--- src/rtl/addsub_issuer.sv ---
// ---------------------------------------------------------------------------
// addsub_issuer
//
// Initiator-side controller for the addsub floating-point unit. It takes one
// add/subtract request at a time over a valid/ready handshake. It pulses
// add_start with registered operands and waits for add_done. It then returns
// the captured result over a valid/ready response channel. A watchdog ends the
// wait after TIMEOUT_CYCLES cycles so a hung addsub cannot stall the upstream.
//
// Optional feature (macro FP_NAN_BYPASS_EN):
//   When defined, a request with a NaN operand is answered directly with the
//   canonical quiet NaN 32'h7FC00000, one cycle after accept. In that case
//   addsub is not started.
//
// Ports:
//   clk, n_rst                  clock (rising edge), async active-low reset
//   req_valid/req_ready         upstream request handshake
//   req_mode/req_op1/req_op2    request: 0 = add, 1 = subtract; operands
//   add_start                   one-cycle start pulse to addsub
//   mode/op1/op2                registered operation/operands to addsub
//   add_result/add_done         addsub result, valid while add_done = 1
//   add_overflow                addsub overflow flag, valid with add_done
//   rsp_valid/rsp_ready         downstream response handshake
//   rsp_result/rsp_overflow     captured result and overflow
//   rsp_timeout                 response was produced by the watchdog
// ---------------------------------------------------------------------------
module addsub_issuer #(
    parameter int DATA_W         = 32,
    parameter int TIMEOUT_CYCLES = 64,
    parameter int CNT_W          = 7
) (
    input  logic              clk,
    input  logic              n_rst,
    input  logic              req_valid,
    output logic              req_ready,
    input  logic              req_mode,
    input  logic [DATA_W-1:0] req_op1,
    input  logic [DATA_W-1:0] req_op2,
    output logic              add_start,
    output logic              mode,
    output logic [DATA_W-1:0] op1,
    output logic [DATA_W-1:0] op2,
    input  logic [DATA_W-1:0] add_result,
    input  logic              add_done,
    input  logic              add_overflow,
    output logic              rsp_valid,
    input  logic              rsp_ready,
    output logic [DATA_W-1:0] rsp_result,
    output logic              rsp_overflow,
    output logic              rsp_timeout
);

    typedef enum logic [1:0] {
        IDLE  = 2'd0,
        ISSUE = 2'd1,
        WAIT  = 2'd2,
        RESP  = 2'd3
    } state_t;

    // The counter starts at 0 in the first WAIT cycle and counts completed
    // WAIT cycles. The watchdog fires on the edge where it would reach
    // TIMEOUT_CYCLES-1. This limits WAIT to TIMEOUT_CYCLES-1 cycles, so
    // rsp_valid rises TIMEOUT_CYCLES cycles after the add_start cycle.
    localparam logic [CNT_W-1:0] CNT_LAST = CNT_W'(TIMEOUT_CYCLES - 2);

`ifdef FP_NAN_BYPASS_EN
    localparam logic [DATA_W-1:0] QNAN = DATA_W'(32'h7FC0_0000);

    // NaN test on the IEEE-754 single exponent/mantissa fields.
    function automatic logic is_nan(input logic [30:0] v);
        return (v[30:23] == 8'hFF) && (v[22:0] != 23'd0);
    endfunction
`endif

    state_t            state_q, state_d;
    logic              req_ready_q, req_ready_d;
    logic              add_start_q, add_start_d;
    logic              mode_q, mode_d;
    logic [DATA_W-1:0] op1_q, op1_d;
    logic [DATA_W-1:0] op2_q, op2_d;
    logic              rsp_valid_q, rsp_valid_d;
    logic [DATA_W-1:0] rsp_result_q, rsp_result_d;
    logic              rsp_overflow_q, rsp_overflow_d;
    logic              rsp_timeout_q, rsp_timeout_d;
    logic [CNT_W-1:0]  cnt_q, cnt_d;
    logic              bypass_s;

    // Decide whether the request at the input skips addsub (NaN operand).
    always_comb begin
`ifdef FP_NAN_BYPASS_EN
        bypass_s = is_nan(req_op1[30:0]) || is_nan(req_op2[30:0]);
`else
        bypass_s = 1'b0;
`endif
    end

    // Next-state and next-output logic of the issue/wait/response sequence.
    always_comb begin
        state_d        = state_q;
        req_ready_d    = req_ready_q;
        add_start_d    = 1'b0;
        mode_d         = mode_q;
        op1_d          = op1_q;
        op2_d          = op2_q;
        rsp_valid_d    = rsp_valid_q;
        rsp_result_d   = rsp_result_q;
        rsp_overflow_d = rsp_overflow_q;
        rsp_timeout_d  = rsp_timeout_q;
        cnt_d          = cnt_q;

        case (state_q)
            IDLE: begin
                if (req_valid && req_ready_q) begin
                    req_ready_d = 1'b0;
                    mode_d      = req_mode;
                    op1_d       = req_op1;
                    op2_d       = req_op2;
                    if (bypass_s) begin
`ifdef FP_NAN_BYPASS_EN
                        rsp_result_d = QNAN;
`else
                        rsp_result_d = '0;
`endif
                        rsp_overflow_d = 1'b0;
                        rsp_timeout_d  = 1'b0;
                        rsp_valid_d    = 1'b1;
                        state_d        = RESP;
                    end else begin
                        add_start_d = 1'b1;
                        state_d     = ISSUE;
                    end
                end else begin
                    req_ready_d = 1'b1;
                end
            end
            ISSUE: begin
                cnt_d   = '0;
                state_d = WAIT;
            end
            WAIT: begin
                cnt_d = cnt_q + CNT_W'(1);
                // A done on the watchdog cycle still delivers the real result.
                if (add_done) begin
                    rsp_result_d   = add_result;
                    rsp_overflow_d = add_overflow;
                    rsp_timeout_d  = 1'b0;
                    rsp_valid_d    = 1'b1;
                    state_d        = RESP;
                end else if (cnt_q == CNT_LAST) begin
                    rsp_result_d   = '0;
                    rsp_overflow_d = 1'b0;
                    rsp_timeout_d  = 1'b1;
                    rsp_valid_d    = 1'b1;
                    state_d        = RESP;
                end else begin
                    state_d = WAIT;
                end
            end
            RESP: begin
                if (rsp_ready) begin
                    rsp_valid_d = 1'b0;
                    req_ready_d = 1'b1;
                    state_d     = IDLE;
                end else begin
                    state_d = RESP;
                end
            end
            default: begin
                state_d     = IDLE;
                req_ready_d = 1'b1;
                rsp_valid_d = 1'b0;
            end
        endcase
    end

    // State and output registers; reset clears everything asynchronously.
    always_ff @(posedge clk or negedge n_rst) begin
        if (!n_rst) begin
            state_q        <= IDLE;
            req_ready_q    <= 1'b1;
            add_start_q    <= 1'b0;
            mode_q         <= 1'b0;
            op1_q          <= '0;
            op2_q          <= '0;
            rsp_valid_q    <= 1'b0;
            rsp_result_q   <= '0;
            rsp_overflow_q <= 1'b0;
            rsp_timeout_q  <= 1'b0;
            cnt_q          <= '0;
        end else begin
            state_q        <= state_d;
            req_ready_q    <= req_ready_d;
            add_start_q    <= add_start_d;
            mode_q         <= mode_d;
            op1_q          <= op1_d;
            op2_q          <= op2_d;
            rsp_valid_q    <= rsp_valid_d;
            rsp_result_q   <= rsp_result_d;
            rsp_overflow_q <= rsp_overflow_d;
            rsp_timeout_q  <= rsp_timeout_d;
            cnt_q          <= cnt_d;
        end
    end

    assign req_ready    = req_ready_q;
    assign add_start    = add_start_q;
    assign mode         = mode_q;
    assign op1          = op1_q;
    assign op2          = op2_q;
    assign rsp_valid    = rsp_valid_q;
    assign rsp_result   = rsp_result_q;
    assign rsp_overflow = rsp_overflow_q;
    assign rsp_timeout  = rsp_timeout_q;

endmodule
--- config.mk ---
export PLATFORM = sky130hd
export DESIGN_NAME = addsub_issuer
export DESIGN_NICKNAME = d
export VERILOG_FILES = /design/src/rtl/addsub_issuer.sv
export SDC_FILE = /design/constraint.sdc
export NUM_CORES = 1
export LEC_CHECK = 0
export ABC_AREA = 0
export BUFFER_PORTS_ARGS = -buffer_cell sky130_fd_sc_hd__buf_2
export CAP_MARGIN = 10
export CORE_MARGIN = 5
export CORE_UTILIZATION = 30
export DETAILED_ROUTE_END_ITERATION = 16
export GPL_ROUTABILITY_DRIVEN = 0
export PLACE_DENSITY = 0.6
export SETUP_SLACK_MARGIN = 0.3
export SYNTH_ARGS = -nofsm -noshare
export SYNTH_HDL_FRONTEND = slang
export SYNTH_SLANG_ARGS = --single-unit
--- constraint.sdc ---
create_clock -name clk -period 2.7 [get_ports clk]
set_clock_uncertainty 0.05 [all_clocks]
set_input_delay 0.675 -clock clk [delete_from_list [all_inputs] [get_ports clk]]
set_output_delay 0.675 -clock clk [all_outputs]
set_load 0.02 [all_outputs]
# After elaboration in Yosys (flattened, before gate mapping)
# Index checks and enable logic that the tools add are counted.
# Widths: inputs -> output; s select.
[classes]
n_addsub = 1
mul = 0
div = 0
n_lt_le_gt_ge = 0
n_eq_ne = 7
shift = 0
n_mux = 20
bitwise_logic = 0
reduce_logical = 10
[op_table]
columns = ["op", "count"]
rows = [
  ["$mux 32", 2],
  ["$pmux 7 s2", 1],
  ["$mux 1", 12],
  ["$pmux 2 s4", 1],
  ["$reduce_bool 2->1", 4],
  ["$add 7x1->7 const B", 1],
  ["$eq 7x6->1 const B", 1],
  ["$reduce_and 2->1", 3],
  ["$eq 2x2->1 const B", 2],
  ["$mux 2", 2],
  ["$ne 2x2->1 const B", 2],
  ["$pmux 1 s2", 2],
  ["$ne 3x3->1 const B", 1],
  ["$reduce_and 3->1", 1],
  ["$eq 2x1->1 const B", 1],
  ["$logic_not 2->1", 1],
  ["$logic_and 1x1->1", 1],
]
[totals]
regBits = 111
latch_bits = 0
ram_bits = 0
mem_bits_ro = 0
input_bits = 103
out_inout_bits = 102
elab_cells = 49
memories = 0

# Depth between registers and ports, before layout
# Gate-level depths: netlist of run 1.
[depth]
ltp_word = 4
depth_mapped = 7

# Worst setup path before layout of run 1
# Ideal clock, no wire load.
[synth_timing]
path_type = "input-to-reg"
from = "input req_valid"
to = "register op1_q[14] (netlist: op1[14])"
setup_time_ps = 125
t_arrival_ps = 1523
setup_slack_ps = 1002
path_stages = 5
path_buffers = 3
cell_sequence = "and3_1 > buf_6 > buf_8 > buf_12 > mux2_4"
[synth_between]
elab_chain_cells = 2
[synth_rtl]
columns = ["element", "line", "text"]
rows = [
  ["from (decl)", "34", "input logic req_valid,"],
  ["$logic_and 1x1->1", "113", "if (req_valid && req_ready_q) begin"],
  ["$reduce_and 2->1 (no line)", "-", ""],
  ["to (signal assigned)", "195", "op1_q <= op1_d;"],
  ["to (decl)", "79", "logic [DATA_W-1:0] op1_q, op1_d;"],
]
# No other way between the ends.
# A chain may end at the register's enable or synchronous reset.

# Final worst setup path of run 1
[layout_timing]
from = "register state_q[0]"
to = "register op2_q[21] (netlist: op2[21])"
[layout_between]
elab_chain_cells = 2
[layout_rtl]
columns = ["element", "line", "text"]
rows = [
  ["from (decl)", "75", "state_t state_q, state_d;"],
  ["from (signal assigned)", "191", "state_q <= state_d;"],
  ["$logic_not 2->1", "111", "case (state_q)"],
  ["$reduce_and 2->1 (no line)", "-", ""],
  ["to (signal assigned)", "196", "op2_q <= op2_d;"],
  ["to (decl)", "80", "logic [DATA_W-1:0] op2_q, op2_d;"],
]
# No other way between the ends.

==> results of run 1 <==
[state kept, by name, summed over array words and instances, names as in the netlist, 2 cells and up]
signal      flops
cnt_q           7
op1            32
op2            32
rsp_result     32
state_q         2
[through the flow]
stage | std cells | power, mW
detailed placement | 761 | 6.773
CTS | 777 | 8.266
floorplan | 358 | 5.527
global placement | 761 | 6.632
finish | 777 | 8.124
global route | 777 | 8.647
[final cells by class]
cell class	count	share of cell area (%)
Inverter	5	0.2969
Clock buffer	11	3.840
Tap cell	216	4.276
Multi-Input combinational cell	218	28.92
Timing Repair Buffer	211	17.42
Sequential cell	111	43.96
Clock inverter	5	1.287
[Yosys cell counts (4+ instances only)]
cell type                  number
sky130_fd_sc_hd__dfrtp_1      110
sky130_fd_sc_hd__mux2_2        35
sky130_fd_sc_hd__a22oi_1       33
sky130_fd_sc_hd__nand2b_1      33
sky130_fd_sc_hd__mux2_4        30
sky130_fd_sc_hd__o21ai_0       22
sky130_fd_sc_hd__o21ai_1       16
sky130_fd_sc_hd__buf_2         10
sky130_fd_sc_hd__clkbuf_1       6
sky130_fd_sc_hd__nand2_1        6
sky130_fd_sc_hd__a21oi_1        5
sky130_fd_sc_hd__ha_1           5
sky130_fd_sc_hd__nor2_1         5
sky130_fd_sc_hd__inv_1          4
sky130_fd_sc_hd__nor2b_1        4
[cells by family (layout without fill, tap and decap cells)]
group                      Yosys count  after routing
xor gates and xnor gates             1              1
adders and majority gates            5              5
AOI/OAI and AO/OA                   86             86
DFF                                111            111
buffers and inverters               29            232
muxes                               66             66
and+or+nand+nor                     60             60
[worst paths after layout]
kind / start / end / slack [ns] / cells after the start
max: state_q[0] / op2[21] / 0.64 / 5
min: n_rst / op1[28] / 0.19 / 1
max reg2reg: state_q[0] / op2[21] / 0.64 / 5
min reg2reg: op1[2] / op1[2] / 0.45 / 1
max in group asynchronous: n_rst / op1[6] / 1.72 / 2
min in group clk: op1[2] / op1[2] / 0.45 / 1
[metal layers]
layer  global-route usage (%)  vias up
met5                        0        -
met4                    2.856        0
met3                    4.596       12
met2                    23.27      115
met1                    15.55     1751
li1                         -     1673
[power by group through the flow]
stage | logic [mW] | clock network [mW] | registers [mW]
floorplan | 1.68 | 0 | 3.85
global placement | 3.70 | 0 | 2.94
detailed placement | 3.80 | 0 | 2.97
CTS | 3.82 | 1.51 | 2.94
global route | 4.05 | 1.56 | 3.03
finish | 3.76 | 1.44 | 2.93
[critical path: cells and delay by family, from the launching register on]
kind	cells	cell delay (ns)
mux	1	0.38
fa+ha+maj	1	0.24
simple gates	1	0.41
buf+inv	2	0.41
flops	1	0.42
==> load_flow_metrics.sql, run 1 <==
INSERT INTO impl_metrics (metric_group, metric, value, unit) VALUES
('synth', 'yosys.area_share.adder', '1.303', '%'),
('synth', 'postSynth.asyncResetShare', '100.0', '%'),
('setup_path', 'endpoint_kind', 'flop', ''),
('setup_path', 'critical_path.cell_chain', 'inv_1 -> ha_1 -> and3_4 -> buf_12 -> mux2_2', ''),
('timing', 'timing_worst_slew_pin_value', '0.7016', 'ns'),
('synth', 'ys.warnings.count', '0', ''),
('floorplan', 'floorplan.io_pins', '205', ''),
('cts', 'clock_path_buffers', '2', ''),
('route', 'route.antenna.remaining_nets', '0', ''),
('placement', 'input_output_buffers', '204', ''),
('timing', 'postLayoutSetupSlackWorst', '0.6444', 'ns'),
('grt', 'grt_antenna_before_repair', '0', ''),
('synth', 'synthesis.area', '4802', 'sq um'),
('setup_path', 'startpoint_class_of_the_critical_path', 'flop', ''),
('layout', 'area_of_combinational_cells_with_multiple_inputs', '1828', 'sq um'),
('cts', 'post_cts_resized', '0', ''),
('layout', 'layout-drive-gt1-share', '52.76', '%'),
('run_status', 'outcome', 'completed', ''),
('route', 'detail_route.drc_violations', '0', ''),
('power', 'total_leakage_power', '3.018', 'nW'),
('timing', 'max_clock_freq', '486.5', 'MHz'),
('layout', 'design.final.nets', '664', ''),
('job', 'cap_viol_max_count', '0', ''),
('min_path', 'timing.hold.worst.class', 'in2async', ''),
('floorplan', 'rows', '46', ''),
('floorplan', 'design.core.area', '15770', 'sq um'),
('grt', 'grt_max_degree', '43', ''),
('layout', 'final_common_cell', 'sky130_fd_sc_hd__buf_2', ''),
('layout', 'core_utilization_of_the_finished_layout', '40.08', '%'),
('power', 'power.switching', '3.198', 'mW'),
('route', 'detail_route.iter0.violations', '114', ''),
('timing', 'time_the_final_worst_path_needs_with_i_o_delays_and_setup', '2.056', 'ns'),
('power', 'cellPowerDensity', '1285', 'nW/um^2'),
('cts', 'clock_tree_from_tritoncts', 'yes', ''),
('synth', 'synthesis.nets', '466', ''),
('timing', 'rsz0062_at_grt', 'false', ''),
('synth', 'number_of_enable_type_register_cells_in_the_synthesized_netlist', '0', ''),
('grt', 'grtUsageTotal', '13.22', '%'),
('timing', 'timing.max_slew.rel_slack', '53.16', '%'),
('cts', 'cts_hold_buffers', '0', ''),
('route', 'detailroute.wirelength.met2', '6385', 'microns'),
('route', 'met3_length', '958', 'microns'),
('layout', 'area_grow_syn2layout', '31.63', '%'),
('route', 'wl_per_cell', '16.21', 'microns'),
('synth', 'synth_cells', '358', ''),
('layout', 'layout.filler_cells', '1555', ''),
('placement', 'postPlaceCellArea', '5997', 'sq um'),
('synth', 'synth_area_leaders', 'sky130_fd_sc_hd__dfrtp_1, sky130_fd_sc_hd__mux2_4, sky130_fd_sc_hd__mux2_2', ''),
('floorplan', 'die_w', '136.5', 'microns'),
('layout', 'insertedDiodeCount', '0', ''),
('power', 'combPwrFrac', '46.3', '%'),
('floorplan', 'die_y', '136.5', 'microns'),
('setup_path', 'setup.worst_path.class', 'reg2reg', ''),
('power', 'p_clk_share', '17.7', '%'),
('placement', 'dpl_worst_slack', '0.6476', 'ns'),
('route', 'met1Wirelength', '5135', 'microns'),
('timing', 'setup_total_negative_slack', '0', 'ns'),
('cts', 'clk_root_buffer_cell', 'sky130_fd_sc_hd__clkbuf_16', ''),
('setup_path', 'crit_slowest_cell', 'sky130_fd_sc_hd__dfrtp_1', ''),
('synth', 'synth.yosys.seq_area_share', '57.87', '%'),
('power', 'seq_power_share', '36.0', '%'),
('synth', 'synth_top_family_by_area', 'multiplexers', ''),
('layout', 'mostFrequentLayoutCells', 'sky130_fd_sc_hd__buf_2, sky130_fd_sc_hd__dfrtp_1, sky130_fd_sc_hd__mux2_2', ''),
('timing', 'hold_violations', '0', ''),
('cts', 'clk_transition_reported_paths', '0.07', 'ns'),
('synth', 'complex_gate_fraction_of_the_synthesized_area', '11.39', '%'),
('layout', 'layout.area.seq', '2779', 'sq um'),
('placement', 'place_hpwl', '9131', 'microns'),
('timing', 'setup-violations-final', '0', ''),
('cts', 'clock_sinks', '111', ''),
('route', 'highest-signal-layer', 'met4', '');
(Power assumes the default switching activity.)
==> run 2: changes to the inputs <==
ABC_AREA = 1   (was 0)
clock period = 2 ns   (was 2.7 ns; I/O delays follow)
==> load_flow_metrics.sql, run 2 <==
INSERT INTO impl_metrics (metric_group, metric, value, unit) VALUES
('run_status', 'outcome', 'completed', ''),
('layout', 'mostFrequentLayoutCells', 'sky130_fd_sc_hd__nand2_1, sky130_fd_sc_hd__buf_2, sky130_fd_sc_hd__dfrtp_1', ''),
('setup_path', 'worst-path-stages', '1', ''),
('cts', 'clk_transition_reported_paths', '0.08', 'ns'),
('synth', 'ys.flop_type', 'sky130_fd_sc_hd__dfrtp_1', ''),
('timing', 'setup_total_negative_slack', '0', 'ns'),
('layout', 'layout-drive-gt1-share', '33.70', '%'),
('cts', 'htree_num_levels', '3', ''),
('placement', 'place_hpwl', '8774', 'microns'),
('grt', 'first_global_vias', '3816', ''),
('timing', 'max_clock_freq', '618.3', 'MHz'),
('timing', 'timing.max_slew.rel_slack', '67.88', '%'),
('synth', 'synth_largest_type_area_fraction', '61.44', '%'),
('power', 'vdd_drop_max', '0.5857', 'mV'),
('timing', 'number_of_pins_exceeding_their_max_slew_limit_in_the_final_report', '0', ''),
('setup_path', 'startpoint', 'req_ready', ''),
('synth', 'synthMostInstantiatedCell', 'sky130_fd_sc_hd__nand2_1', ''),
('layout', 'final_common_cell', 'sky130_fd_sc_hd__nand2_1', ''),
('grt', 'grtUsageTotal', '13.72', '%'),
('synth', 'synth.yosys.seq_area_share', '62.02', '%'),
('layout', 'area_of_combinational_cells_with_multiple_inputs', '1474', 'sq um'),
('route', 'num_vias', '3901', ''),
('synth', 'ys_ff_latch', '111', ''),
('setup_path', 'setup.worst_path.class', 'reg2out', ''),
('setup_path', 'reg2regPathDepth', '8', ''),
('setup_path', 'rr_endpoint', 'op1[4]', ''),
('cts', 'clock_path_buffers', '2', ''),
('synth', 'number_of_enable_type_register_cells_in_the_synthesized_netlist', '0', ''),
('setup_path', 'max_stage_delay', '0.55', 'ns'),
('placement', 'dpl_worst_slack', '0.4042', 'ns'),
('route', 'detail_route.drc_violations', '0', ''),
('cts', 'clock_sinks', '111', ''),
('layout', 'insertedDiodeCount', '0', ''),
('setup_path', 'critical-path-top-delay-family', 'flip-flops', ''),
('synth', 'netlist_top_cells_count', 'sky130_fd_sc_hd__nand2_1, sky130_fd_sc_hd__dfrtp_1, sky130_fd_sc_hd__nand3_1, sky130_fd_sc_hd__nor2_1, sky130_fd_sc_hd__inv_1', ''),
('setup_path', 'cp_data_required_time', '1.45', 'ns'),
('setup_path', 'worstReg2RegStart', 'state_q[0]', ''),
('min_path', 'timing.hold.worst.class', 'in2async', ''),
('timing', 'time_the_final_worst_path_needs_with_i_o_delays_and_setup', '1.617', 'ns'),
('setup_path', 'startpoint_class_of_the_critical_path', 'flop', ''),
('setup_path', 'critPathBufInv', '1', ''),
('synth', 'post_synthesis_cell_type_with_the_largest_combined_area', 'sky130_fd_sc_hd__dfrtp_1', ''),
('cts', 'cts_buffers', '9', ''),
('synth', 'synth.lib_cells_used.distinct', '23', ''),
('setup_path', 'endpoint', 'req_ready', ''),
('floorplan', 'die_w', '132.2', 'microns'),
('grt', 'globalRouteOverflowTotal', '0', ''),
('layout', 'layout.filler_cells', '1494', ''),
('synth', 'ys.warnings.count', '0', ''),
('cts', 'clk_root_buffer_cell', 'sky130_fd_sc_hd__clkbuf_16', ''),
('layout', 'layout.area.seq', '2779', 'sq um'),
('synth', 'postSynthAreaPerCell', '8.837', 'sq um'),
('cts', 'clock_tree_from_tritoncts', 'yes', ''),
('grt', 'grt_first_pass_wirelength', '19700', 'microns'),
('synth', 'synthesis.area', '4481', 'sq um'),
('timing', 'timing_worst_slew_pin_value', '0.4818', 'ns'),
('setup_path', 'worst_ep_arrival_time', '1.07', 'ns'),
('setup_path', 'endpoint_kind', 'output port', ''),
('power', 'total_leakage_power', '3.537', 'nW'),
('synth', 'synthesis.nets', '615', ''),
('timing', 'fin_crit_sh', '80.86', '%'),
('timing', 'hold_violations', '0', ''),
('synth', 'postSynth.asyncResetShare', '100.0', '%'),
('route', 'wl_per_cell', '13.34', 'microns'),
('route', 'detail_route.iter0.violations', '230', ''),
('setup_path', 'path_max_fanout', '3', ''),
('setup_path', 'critical_path.cell_chain', 'buf_2', ''),
('layout', 'core_utilization_of_the_finished_layout', '41.50', '%'),
('synth', 'synth_area_leaders', 'sky130_fd_sc_hd__dfrtp_1, sky130_fd_sc_hd__nand2_1, sky130_fd_sc_hd__nand3_1', ''),
('cts', 'insertion_delay_to_the_later_sink_of_the_worst_skew_pair', '0.35', 'ns'),
('power', 'cellPowerDensity', '1631', 'nW/um^2'),
('cts', 'post_cts.repair.setup_buffers', '0', ''),
('setup_path', 'crit_slowest_cell', 'sky130_fd_sc_hd__dfstp_2', ''),
('layout', 'area_grow_syn2layout', '35.13', '%'),
('job', 'cap_viol_max_count', '0', ''),
('synth', 'synth_cells', '507', ''),
('route', 'vias_per_cell', '4.325', ''),
('timing', 'rsz0062_at_grt', 'true', ''),
('layout', 'design.final.nets', '821', ''),
('floorplan', 'rows', '44', ''),
('timing', 'setup-violations-final', '0', ''),
('grt', 'grt_max_degree', '66', ''),
('route', 'finalWirelength', '12030', 'microns'),
('placement', 'input_output_buffers', '204', ''),
('floorplan', 'design.core.area', '14590', 'sq um'),
('setup_path', 'r2r_slack', '0.46', 'ns'),
('floorplan', 'initial_core_util', '30.71', '%'),
('timing', 'postLayoutSetupSlackWorst', '0.3828', 'ns'),
('floorplan', 'die-area', '17480', 'sq um'),
('route', 'route.antenna.remaining_nets', '0', ''),
('floorplan', 'floorplan.io_pins', '205', ''),
('route', 'dr.pass1.iters', '4', ''),
('floorplan', 'die_y', '132.2', 'microns'),
('grt', 'grt_antenna_before_repair', '1', '');
run 2: cell count changes in the layout (fill, tap and decap cells not counted), moves of 18 or more:
cell	delta
sky130_fd_sc_hd__a22oi_1	-33
sky130_fd_sc_hd__mux2_2	-35
sky130_fd_sc_hd__mux2_4	-30
sky130_fd_sc_hd__nand2_1	+278
sky130_fd_sc_hd__nand2b_1	-33
sky130_fd_sc_hd__nand3_1	+34
sky130_fd_sc_hd__o21ai_0	-18
run 2: repair_timing:
action                                  4_1_cts  5_1_grt
hold buffers                                  0        0
endpoints found under the setup margin        0       56
gates resized for setup                       0        4
run 2: area by class of cell:
cell class	instances	area share, %
Sequential cell	111	45.90
Inverter	16	0.9919
Multi-Input combinational cell	357	24.34
Clock buffer	9	3.720
Tap cell	184	3.802
Clock inverter	7	1.447
Timing Repair Buffer	218	19.80
run 2: layer usage:
layer / vias up / part of all wire (%) / GRT usage (%)
met5: - / 0.058 / 0
met4: 2 / 1.4 / 4.864
met3: 13 / 12 / 5.954
met2: 164 / 43 / 20.07
met1: 1753 / 44 / 18.15
li1: 1969 / - / -
run 2: how the worst min path moves through the flow:
stage	end	slack, ns	cells after the start
4_1_cts	op1[24]	0.07	1
2_1_floorplan	add_start	0.15	0
6_report	op1[12]	0.06	1
3_5_place_dp	op2[31]	0.40	2
3_3_place_gp	op2[4]	0.40	2
5_1_grt	op1[12]	0.09	1
run 2: through the flow:
| step | hold slack (ns) | cell area (sq um) | power [mW] | cells |
|---|---|---|---|---|
| after floorplan | 0.1544 | 4481 | 6.513 | 507 |
| after global placement | 0.3985 | 5729 | 8.046 | 886 |
| after detailed placement | 0.4030 | 5729 | 8.115 | 886 |
| after CTS | 0.06781 | 6042 | 10.02 | 902 |
| after global routing | 0.08656 | 6055 | 10.62 | 902 |
| final | 0.05774 | 6055 | 9.873 | 902 |
run 2: cells by family after synthesis:
kind of cell	synth area share, %
adder cells (fa/ha/maj)	1.396
AND/OR/NAND/NOR	30.10
buffers and inverters	5.194
AO/OA/AOI/OAI	1.285
flip-flops	62.02
run 2: power breakdown:
| part | switching, mW | total (mW) | internal (mW) |
|---|---|---|---|
| clock | 0.866 | 1.87 | 1.00 |
| sequential | 0.509 | 3.75 | 3.24 |
| combinational | 2.83 | 4.25 | 1.42 |
| total | 4.21 | 9.87 | 5.67 |
==> run 3: changes to the inputs <==
ABC_AREA = 0   (was 1)
clock period = 1.61 ns   (was 2 ns; I/O delays follow)
==> load_flow_metrics.sql, run 3 (synthesis results as in run 1) <==
INSERT INTO impl_metrics (metric_group, metric, value, unit) VALUES
('run_status', 'outcome', 'complete, but fails checks', ''),
('run_status', 'violated_checks', 'setup timing', ''),
('grt', 'grt_first_pass_wirelength', '22140', 'microns'),
('route', 'dr.pass1.iters', '4', ''),
('min_path', 'timing.hold.worst_path_depth', '3', ''),
('setup_path', 'setup.worst_path.class', 'reg2reg', ''),
('timing', 'rsz0062_at_grt', 'true', ''),
('layout', 'layout-drive-gt1-share', '71.99', '%'),
('layout', 'design.final.nets', '785', ''),
('cts', 'cts_buffers', '9', ''),
('route', 'route.antenna.remaining_nets', '0', ''),
('timing', 'hold_violations', '0', ''),
('timing', 'setup-violations-final', '16', ''),
('layout', 'area_grow_syn2layout', '81.11', '%'),
('timing', 'max_clock_freq', '616.4', 'MHz'),
('min_path', 'min_delay_worst_endpoint', 'rsp_result[28]', ''),
('cts', 'clk_transition_reported_paths', '0.07', 'ns'),
('floorplan', 'die-area', '18640', 'sq um'),
('route', 'num_vias', '4208', ''),
('layout', 'finish.cell_count_without_fillers', '898', ''),
('layout', 'layout.filler_cells', '1321', ''),
('timing', 'timing.max_slew.rel_slack', '72.32', '%'),
('placement', 'place_hpwl', '9447', 'microns'),
('cts', 'htree_num_levels', '3', ''),
('setup_path', 'worstReg2RegStart', 'state_q[1]', ''),
('job', 'cap_viol_max_count', '0', ''),
('placement', 'dp.cells', '775', ''),
('floorplan', 'design.core.area', '15770', 'sq um'),
('floorplan', 'die_y', '136.5', 'microns'),
('route', 'vias_per_cell', '4.686', ''),
('grt', 'globalRouteMet2Util', '27.88', '%'),
('grt', 'globalRouteOverflowTotal', '0', ''),
('floorplan', 'initial_core_util', '30.45', '%'),
('route', 'detail_route.drc_violations', '0', ''),
('timing', 'timing_worst_slew_pin_value', '0.4152', 'ns'),
('setup_path', 'endpoint_kind', 'flop', ''),
('timing', 'postLayoutSetupSlackWorst', '-0.01222', 'ns'),
('timing', 'fin_crit_sh', '100.8', '%'),
('layout', 'area_of_combinational_cells_with_multiple_inputs', '2307', 'sq um'),
('floorplan', 'floorplan.io_pins', '205', ''),
('layout', 'core_utilization_of_the_finished_layout', '55.15', '%'),
('power', 'cellPowerDensity', '2231', 'nW/um^2'),
('setup_path', 'startpoint_class_of_the_critical_path', 'flop', ''),
('cts', 'clk_root_buffer_cell', 'sky130_fd_sc_hd__clkbuf_16', ''),
('setup_path', 'path_max_fanout', '7', ''),
('floorplan', 'die_w', '136.5', 'microns'),
('floorplan', 'rows', '46', ''),
('grt', 'use_met1', '17.75', '%'),
('timing', 'number_of_pins_exceeding_their_max_slew_limit_in_the_final_report', '0', ''),
('cts', 'clock_sinks', '111', ''),
('cts', 'clock_path_buffers', '2', ''),
('grt', 'first_global_vias', '4317', ''),
('power', 'totalPowerFinal', '19.40', 'mW'),
('layout', 'layout.area.seq', '2780', 'sq um'),
('route', 'finalWirelength', '16440', 'microns'),
('grt', 'grt_max_degree', '33', ''),
('grt', 'grt_antenna_before_repair', '0', ''),
('layout', 'insertedDiodeCount', '0', ''),
('timing', 'time_the_final_worst_path_needs_with_i_o_delays_and_setup', '1.622', 'ns'),
('min_path', 'holdCritStartpoint', 'add_result[28]', ''),
('grt', 'gr-usage-met3', '4.154', '%'),
('power', 'total_leakage_power', '4.057', 'nW'),
('placement', 'input_output_buffers', '204', ''),
('layout', 'mostFrequentLayoutCells', 'sky130_fd_sc_hd__buf_6, sky130_fd_sc_hd__dfrtp_1, sky130_fd_sc_hd__buf_2', ''),
('layout', 'final_common_cell', 'sky130_fd_sc_hd__buf_6', ''),
('setup_path', 'reg2regPathDepth', '6', ''),
('route', 'wl_per_cell', '18.30', 'microns'),
('grt', 'global_route.peak_usage_layer', 'met2', ''),
('cts', 'insertion_delay_to_the_later_sink_of_the_worst_skew_pair', '0.34', 'ns'),
('min_path', 'timing.hold.worst.class', 'in2reg', ''),
('setup_path', 'cp_data_required_time', '1.79', 'ns'),
('grt', 'grtUsageTotal', '15.37', '%'),
('cts', 'clock_tree_from_tritoncts', 'yes', ''),
('timing', 'finalHoldWorstSlack', '0.2182', 'ns'),
('power', 'vdd_drop_max', '0.9126', 'mV'),
('setup_path', 'r2r_slack', '-0.01', 'ns'),
('setup_path', 'startpoint', 'state_q[1]', ''),
('setup_path', 'worst_ep_arrival_time', '1.81', 'ns'),
('route', 'detail_route.iter0.violations', '155', ''),
('setup_path', 'rr_endpoint', 'op1[15]', '');
-- run 3: final cells by class --
type	count	share of cell area (%)
Multi-Input combinational cell	218	26.53
Timing Repair Buffer	332	34.48
Tap cell	216	3.107
Clock buffer	10	2.748
Sequential cell	111	31.97
Inverter	5	0.4028
Clock inverter	6	0.7625
-- run 3: where the power goes --
group / internal [mW] / switching, mW
Clock: 1.26 / 1.05
Sequential: 4.13 / 1.01
Combinational: 6.97 / 4.98
Total: 12.4 / 7.04
-- run 3: routing by layer --
metal | share of wire [%] | up-vias
met5 | 0 | -
met4 | 1.4 | 0
met3 | 6.6 | 19
met2 | 54 | 156
met1 | 38 | 2109
li1 | - | 1924
-- run 3: worst max path at each step --
stage,endpoint,slack [ns],cells after the start
final,op1[15],-0.01,6
after global routing,op1[16],-0.06,6
after CTS,op1[18],0.001,6
after detailed placement,op2[29],-0.006,5
after global placement,op2[13],0.04,5
after floorplan,op1[14],-0.009,5
-- run 3: worst max-delay path: stages (launching register included) --
cell and delay, ns:
sky130_fd_sc_hd__dfrtp_1 0.40, sky130_fd_sc_hd__inv_2 0.09, sky130_fd_sc_hd__ha_4 0.14, sky130_fd_sc_hd__and3_4 0.27, sky130_fd_sc_hd__buf_6 0.14, sky130_fd_sc_hd__buf_16 0.12
sky130_fd_sc_hd__mux2_4 0.30
-- run 3: through the flow --
stage	setup slack, ns	setup TNS, ns	cell area (sq um)
6_report	-0.01222	-0.07979	8697
5_1_grt	-0.05753	-2.163	8697
3_5_place_dp	-0.005954	-0.01288	6213
4_1_cts	0.001436	0	7790
3_3_place_gp	0.03825	0	6213
2_1_floorplan	-0.008778	-0.2633	4867
-- run 3: what timing repair did --
action | CTS | global route
cloned | 5 | 4
buffers inserted | 53 | 44
gates resized for setup | 223 | 122
endpoints found under the setup margin | 209 | 211
hold buffers | 1 | 0
hold endpoints to repair | 22 | 0
pin swaps | 15 | 8
